## src/rtl/calc_seq_alu.sv

```systemverilog
// Sequential calculator core: registered ALU with an iterative shift-add multiplier,
// an accumulator, status flags and a seven-segment decode of one result nibble.
//
// state  | meaning
// IDLE   | in_ready=1, waiting for a request
// MUL    | shift-add multiply, one multiplier bit per cycle
// DONE   | out_valid=1, result held until out_ready
module calc_seq_alu #(
    parameter int WIDTH      = 8,
    parameter int SEG_NIBBLE = 0
) (
    input  logic             clk,
    input  logic             rst_n,
    input  logic             in_valid,
    output logic             in_ready,
    input  logic [2:0]       op,
    input  logic [WIDTH-1:0] a,
    input  logic [WIDTH-1:0] b,
    output logic             out_valid,
    input  logic             out_ready,
    output logic [WIDTH-1:0] res,
    output logic             carry,
    output logic             overflow,
    output logic             zero,
    output logic [6:0]       seven_output
);

    typedef enum logic [1:0] {S_IDLE, S_MUL, S_DONE} state_t;

    localparam logic [2:0] OP_ADD = 3'b000;
    localparam logic [2:0] OP_SUB = 3'b001;
    localparam logic [2:0] OP_OR  = 3'b010;
    localparam logic [2:0] OP_NEG = 3'b011;
    localparam logic [2:0] OP_AND = 3'b100;
    localparam logic [2:0] OP_XOR = 3'b101;
    localparam logic [2:0] OP_MUL = 3'b110;
    localparam logic [2:0] OP_ACC = 3'b111;

    localparam int               CW       = $clog2(WIDTH);
    localparam logic [CW-1:0]    CNT_LAST = CW'(WIDTH - 1);
    localparam logic [CW-1:0]    CNT_ONE  = CW'(1);
    localparam logic [WIDTH-1:0] ONE      = WIDTH'(1);
    localparam logic [WIDTH-1:0] MIN_NEG  = {1'b1, {(WIDTH-1){1'b0}}};

    state_t               state_q, state_d;
    logic [2*WIDTH-1:0]   mcand_q, mcand_d;
    logic [WIDTH-1:0]     mplier_q, mplier_d;
    logic [2*WIDTH-1:0]   prod_q, prod_d;
    logic [CW-1:0]        cnt_q, cnt_d;
    logic [WIDTH-1:0]     res_q, res_d;
    logic                 carry_q, carry_d;
    logic                 ovf_q, ovf_d;
    logic                 zero_q, zero_d;
    logic [WIDTH-1:0]     acc_q, acc_d;

    logic [WIDTH:0]       add_ext, sub_ext, acc_ext;
    logic [WIDTH-1:0]     alu_res;
    logic                 alu_c, alu_v;
    logic [2*WIDTH-1:0]   prod_step;

    // Single-cycle ALU operates directly on the live inputs at the accept edge.
    always_comb begin
        add_ext = {1'b0, a} + {1'b0, b};
        sub_ext = {1'b0, a} - {1'b0, b};
        acc_ext = {1'b0, acc_q} + {1'b0, a};
        alu_res = '0;
        alu_c   = 1'b0;
        alu_v   = 1'b0;
        case (op)
            OP_ADD: begin
                alu_res = add_ext[WIDTH-1:0];
                alu_c   = add_ext[WIDTH];
                alu_v   = (a[WIDTH-1] == b[WIDTH-1]) && (add_ext[WIDTH-1] != a[WIDTH-1]);
            end
            OP_SUB: begin
                alu_res = sub_ext[WIDTH-1:0];
                alu_c   = sub_ext[WIDTH];
                alu_v   = (a[WIDTH-1] != b[WIDTH-1]) && (sub_ext[WIDTH-1] != a[WIDTH-1]);
            end
            OP_OR:  alu_res = a | b;
            OP_NEG: begin
                alu_res = (~a) + ONE;
                alu_v   = (a == MIN_NEG);
            end
            OP_AND: alu_res = a & b;
            OP_XOR: alu_res = a ^ b;
            OP_ACC: begin
                alu_res = acc_ext[WIDTH-1:0];
                alu_c   = acc_ext[WIDTH];
                alu_v   = (acc_q[WIDTH-1] == a[WIDTH-1]) && (acc_ext[WIDTH-1] != acc_q[WIDTH-1]);
            end
            default: alu_res = '0;
        endcase
    end

    assign prod_step = mplier_q[0] ? (prod_q + mcand_q) : prod_q;

    always_comb begin
        state_d  = state_q;
        mcand_d  = mcand_q;
        mplier_d = mplier_q;
        prod_d   = prod_q;
        cnt_d    = cnt_q;
        res_d    = res_q;
        carry_d  = carry_q;
        ovf_d    = ovf_q;
        zero_d   = zero_q;
        acc_d    = acc_q;
        case (state_q)
            S_IDLE: begin
                if (in_valid) begin
                    if (op == OP_MUL) begin
                        mcand_d  = {{WIDTH{1'b0}}, a};
                        mplier_d = b;
                        prod_d   = '0;
                        cnt_d    = CNT_LAST;
                        state_d  = S_MUL;
                    end else begin
                        res_d   = alu_res;
                        carry_d = alu_c;
                        ovf_d   = alu_v;
                        zero_d  = (alu_res == '0);
                        acc_d   = alu_res;
                        state_d = S_DONE;
                    end
                end
            end
            S_MUL: begin
                prod_d   = prod_step;
                mcand_d  = mcand_q << 1;
                mplier_d = mplier_q >> 1;
                cnt_d    = cnt_q - CNT_ONE;
                // Last multiplier bit: publish the truncated product directly.
                if (cnt_q == '0) begin
                    res_d   = prod_step[WIDTH-1:0];
                    carry_d = 1'b0;
                    ovf_d   = |prod_step[2*WIDTH-1:WIDTH];
                    zero_d  = (prod_step[WIDTH-1:0] == '0);
                    acc_d   = prod_step[WIDTH-1:0];
                    state_d = S_DONE;
                end
            end
            S_DONE: begin
                if (out_ready) state_d = S_IDLE;
            end
            default: state_d = S_IDLE;
        endcase
    end

    always_ff @(posedge clk or negedge rst_n) begin
        if (!rst_n) begin
            state_q  <= S_IDLE;
            mcand_q  <= '0;
            mplier_q <= '0;
            prod_q   <= '0;
            cnt_q    <= '0;
            res_q    <= '0;
            carry_q  <= 1'b0;
            ovf_q    <= 1'b0;
            zero_q   <= 1'b0;
            acc_q    <= '0;
        end else begin
            state_q  <= state_d;
            mcand_q  <= mcand_d;
            mplier_q <= mplier_d;
            prod_q   <= prod_d;
            cnt_q    <= cnt_d;
            res_q    <= res_d;
            carry_q  <= carry_d;
            ovf_q    <= ovf_d;
            zero_q   <= zero_d;
            acc_q    <= acc_d;
        end
    end

    assign in_ready  = (state_q == S_IDLE);
    assign out_valid = (state_q == S_DONE);
    assign res       = res_q;
    assign carry     = carry_q;
    assign overflow  = ovf_q;
    assign zero      = zero_q;

    logic [3:0] seg_nib;
    assign seg_nib = res_q[4*SEG_NIBBLE +: 4];

    always_comb begin
        seven_output = 7'h3F;
        case (seg_nib)
            4'h0: seven_output = 7'h3F;
            4'h1: seven_output = 7'h06;
            4'h2: seven_output = 7'h5B;
            4'h3: seven_output = 7'h4F;
            4'h4: seven_output = 7'h66;
            4'h5: seven_output = 7'h6D;
            4'h6: seven_output = 7'h7D;
            4'h7: seven_output = 7'h07;
            4'h8: seven_output = 7'h7F;
            4'h9: seven_output = 7'h6F;
            4'hA: seven_output = 7'h77;
            4'hB: seven_output = 7'h7C;
            4'hC: seven_output = 7'h39;
            4'hD: seven_output = 7'h5E;
            4'hE: seven_output = 7'h79;
            4'hF: seven_output = 7'h71;
            default: seven_output = 7'h3F;
        endcase
    end

endmodule

```

## config.mk

```make
export PLATFORM = sky130hd
export DESIGN_NAME = calc_seq_alu
export DESIGN_NICKNAME = d
export VERILOG_FILES = /design/src/rtl/calc_seq_alu.sv
export SDC_FILE = /design/constraint.sdc
export NUM_CORES = 1
export LEC_CHECK = 0
export BUFFER_PORTS_ARGS = -buffer_cell sky130_fd_sc_hd__buf_4
export CORE_MARGIN = 1
export CORE_UTILIZATION = 60
export DETAILED_ROUTE_END_ITERATION = 6
export GPL_TIMING_DRIVEN = 0
export PLACE_DENSITY = 0.8
export SLEW_MARGIN = 30
export SYNTH_ARGS = -nofsm -noshare
export SYNTH_HDL_FRONTEND = slang
export SYNTH_SLANG_ARGS = --single-unit
```

## constraint.sdc

```tcl
create_clock -name clk -period 2.7 [get_ports clk]
set_input_delay 0.54 -clock clk [delete_from_list [all_inputs] [get_ports clk]]
set_output_delay 0.54 -clock clk [all_outputs]
set_load 0.01 [all_outputs]
```

==> flow_summary_export.csv <==
group,metric,value,unit
drt,via_per_inst,6.21,
pwr,cellLeakagePower,0.00280,µW
synth,synth_top_area_share,26.9,%
setup_path,arrival,3.10,ns
synth,yosys.area.top_type,"dfrtp_1",
synth,synth-seq-cells,56,
global_route,grt_max_degree,57,
synth,synth_area,0.00520,mm²
setup_path,path_buf_inv,2,
run_status,failed_checks,"setup timing",
pwr,p_total,5400,µW
sta,final_hold_viol_count,0,
setup_path,crit_family,"compound AO/OA/AOI/OAI gates",
global_route,grt_pass1_vias,4710,
sta,period_needed,2.86,ns
sta,hold_slack,0.253,ns
setup_path,end_kind,"register",
setup_path,startpoint_type,"input pin",
finish,postLayoutCoreUtil,72.7,%
drt,drt_pre_antenna_iters,7,
cts,clock_path_buffers,2,
placement,dp_hpwl,11200,µm
synth,synth_ff_type,"dfrtp_1",
synth,synth_cell_types,65,
floorplanning,die_y,95.1,µm
floorplanning,top_level_ports,43,
synth,syn-num-nets,715,
finish,area_growth,15.9,%
drt,detail-route-antenna-nets,0,
cts,clk_latency,0.31,ns
synth,ys_seq_area_share,26.9,%
drt,routed_wl,14500,µm
cts,clkSinkCount,56,
drt,avgRoutedWirePerCell,18.3,µm
drt,drc,0,
job,cap_violations,0,
setup_path,critPathMaxStageDelay,0.47,ns
global_route,antenna_found_initial,0,
placement,place_ws,-0.704,ns
global_route,grt_pass1_wl,22900,µm
sta,layout_setup_ws,-0.161,ns
synth,yosysWarningCount,0,
global_route,grt_overflow,0,
sta,slew_headroom,53.8,%
setup_path,path_cells,"buf_12, clkinvlp_4, ha_4, a21o_1, a221o_1, o21a_1, o21a_1, or4_4, mux4_2, a22o_1, a41oi_2",
cts,cts_tree,"built",
floorplanning,dieArea,0.00905,mm²
sta,clock_skew,0.00341,ns
cts,h-tree-depth,2,
setup_path,crit_fanout,4,
synth,synth_edf_count,0,
run_status,status,"complete, but fails checks",
synth,ys_top_cells_by_area,"dfrtp_1, ha_1, nand2_1, mux2i_1, inv_1",
finish,drive_above_1_share,15.9,%
pwr,power.density,896,mW/mm²
cts,cts-root-buf,"clkbuf_8",
sta,fmax,350,MHz
setup_path,crit_type,"input pin to register",
sta,report.final.slew_viol_count,0,
synth,ys_async_sr_fraction,100,%
cts,numCtsBuffers,5,
placement,placed_cells,777,
finish,antenna_cells,0,
drt,vias,4940,
placement,gp_congestion,0.922,
pwr,ir_drop,0.000394,V
drt,drtIter0Drc,313,
floorplanning,start_util,62.7,%
sta,finalCritPeriodShare,106,%
setup_path,required,2.94,ns
cts,clkSlewWorstSetupHoldPaths,0.10,ns
placement,io_buffers,41,
setup_path,cp_common_cell,"o21a_1",
global_route,grt_usage,33.0,%
floorplanning,dieWidth,95.1,µm
setup_path,cp_slowest_cell,"mux4_2",
sta,setup_violations,3,
floorplanning,rows,33,
sta,grt_setup_unrepaired,"true",
cts,cts_hold_buf,0,
synth,netlist_instances,631,
finish,nets,774,
sta,tightest_slew,0.691,ns
hold_path,hold_path.class,"input pin to async pin",
floorplanning,coreArea,0.00830,mm²
synth,syn_area_per_cell,8.25,µm²
finish,instances_no_fill,796,
## metrics by stage
stage	cell area, µm²	setup TNS, ns
5_1_grt	6030	-0.824
3_5_place_dp	5720	-6.58
6_report	6030	-0.272
4_1_cts	5890	-0.256
2_1_floorplan	5280	-0.302
3_3_place_gp	5720	-4.88
## sequential cells by signal, indices dropped and copies added, names as in the netlist
| name | count |
|---|---|
| acc_q | 8 |
| carry | 1 |
| cnt_q | 3 |
| mcand_q | 16 |
| mplier_q | 8 |
| overflow | 1 |
| prod_q | 16 |
| state_q | 2 |
| zero | 1 |
## worst paths after layout
path	start	to	slack (ns)	cells after the start
max	a[1]	overflow	-0.16	11
min	rst_n	prod_q[2]	0.25	1
max reg2reg	acc_q[0]	zero	-0.02	11
min reg2reg	mplier_q[7]	mplier_q[7]	0.49	2
max in group asynchronous	rst_n	acc_q[0]	1.95	1
min in group clk	out_ready	state_q[1]	0.40	2
## synthesized netlist by cell type (all sizes together) (4+ instances only)
| cell | n |
|---|---|
| nand2 | 76 |
| ha | 57 |
| dfrtp | 56 |
| inv | 50 |
| nor2 | 46 |
| o21ai | 39 |
| a21oi | 32 |
| clkbuf | 31 |
| a31oi | 22 |
| mux2i | 21 |
| xnor2 | 20 |
| nor3 | 12 |
| and3 | 11 |
| nand3 | 11 |
| o221ai | 11 |
| a22o | 10 |
| a21o | 8 |
| nor2b | 7 |
| o22ai | 7 |
| o31ai | 7 |
| xor2 | 6 |
| buf | 5 |
| nand2b | 5 |
| nand4 | 5 |
| o21a | 5 |
| a22oi | 4 |
| fa | 4 |
| o21bai | 4 |
| or3 | 4 |
| or3b | 4 |
| or4 | 4 |
## cells by family (layout without fill, tap and decap cells)
logic type | after synthesis | count (layout) | share of synthesized area (%)
flops | 56 | 56 | 26.9
xor+xnor | 26 | 26 | 4.38
fa+ha+maj | 61 | 61 | 15.2
mux | 27 | 27 | 5.99
simple gates | 192 | 192 | 17.1
buf+inv | 86 | 146 | 6.42
compound gates | 183 | 183 | 24.0
## worst reg2reg max path, stage by stage, from the launching register on
cell and delay [ns]:
dfrtp_2 0.47, ha_1 0.21, inv_1 0.06, fa_1 0.40, nor2b_1 0.14, o21a_1 0.15, o21ai_2 0.09, or3b_2 0.47
a21oi_1 0.19, a2111o_1 0.21, nand2b_1 0.14, o31ai_1 0.08
## layer usage
metal  GRT usage (%)  routed length [µm]
met5               0                   0
met3            2.63                 588
met2            59.5                7450
met1            41.6                6180
met4            10.5                 314
## cell usage in the layout (no fill, tap or decap), types with 8 or more instances in the layout
master,instances
a21o_1,8
xnor2_1,20
o221ai_1,10
o21ai_0,32
nand3_1,11
a31oi_1,21
mux2i_1,20
clkbuf_1,26
nand2_1,76
inv_1,42
buf_4,47
nor3_1,11
nor2_1,45
a21oi_1,29
and3_1,10
dfrtp_1,55
a22o_1,10
ha_1,51
## where the power goes
| group | total (µW) | internal [µW] | switching [µW] |
|---|---|---|---|
| combinational | 3430 | 1470 | 1960 |
| clock | 487 | 208 | 279 |
| sequential | 1490 | 1160 | 325 |
## cell type report
class / instances / area [µm²]
Multi-Input combinational cell: 489 / 3600
Fill cell: 661 / 2270
Sequential cell: 56 / 1400
Timing Repair Buffer: 55 / 463
Inverter: 50 / 209
Tap cell: 105 / 131
Buffer: 33 / 126
Clock buffer: 6 / 82.6
Clock inverter: 2 / 15.0
## repair_timing
action,CTS,global route
setup buffers,4,10
pin swaps,6,12
setup endpoints to repair,6,29
gates cloned,0,0
resized for setup,23,26
Power figures use the tool's default switching activity.
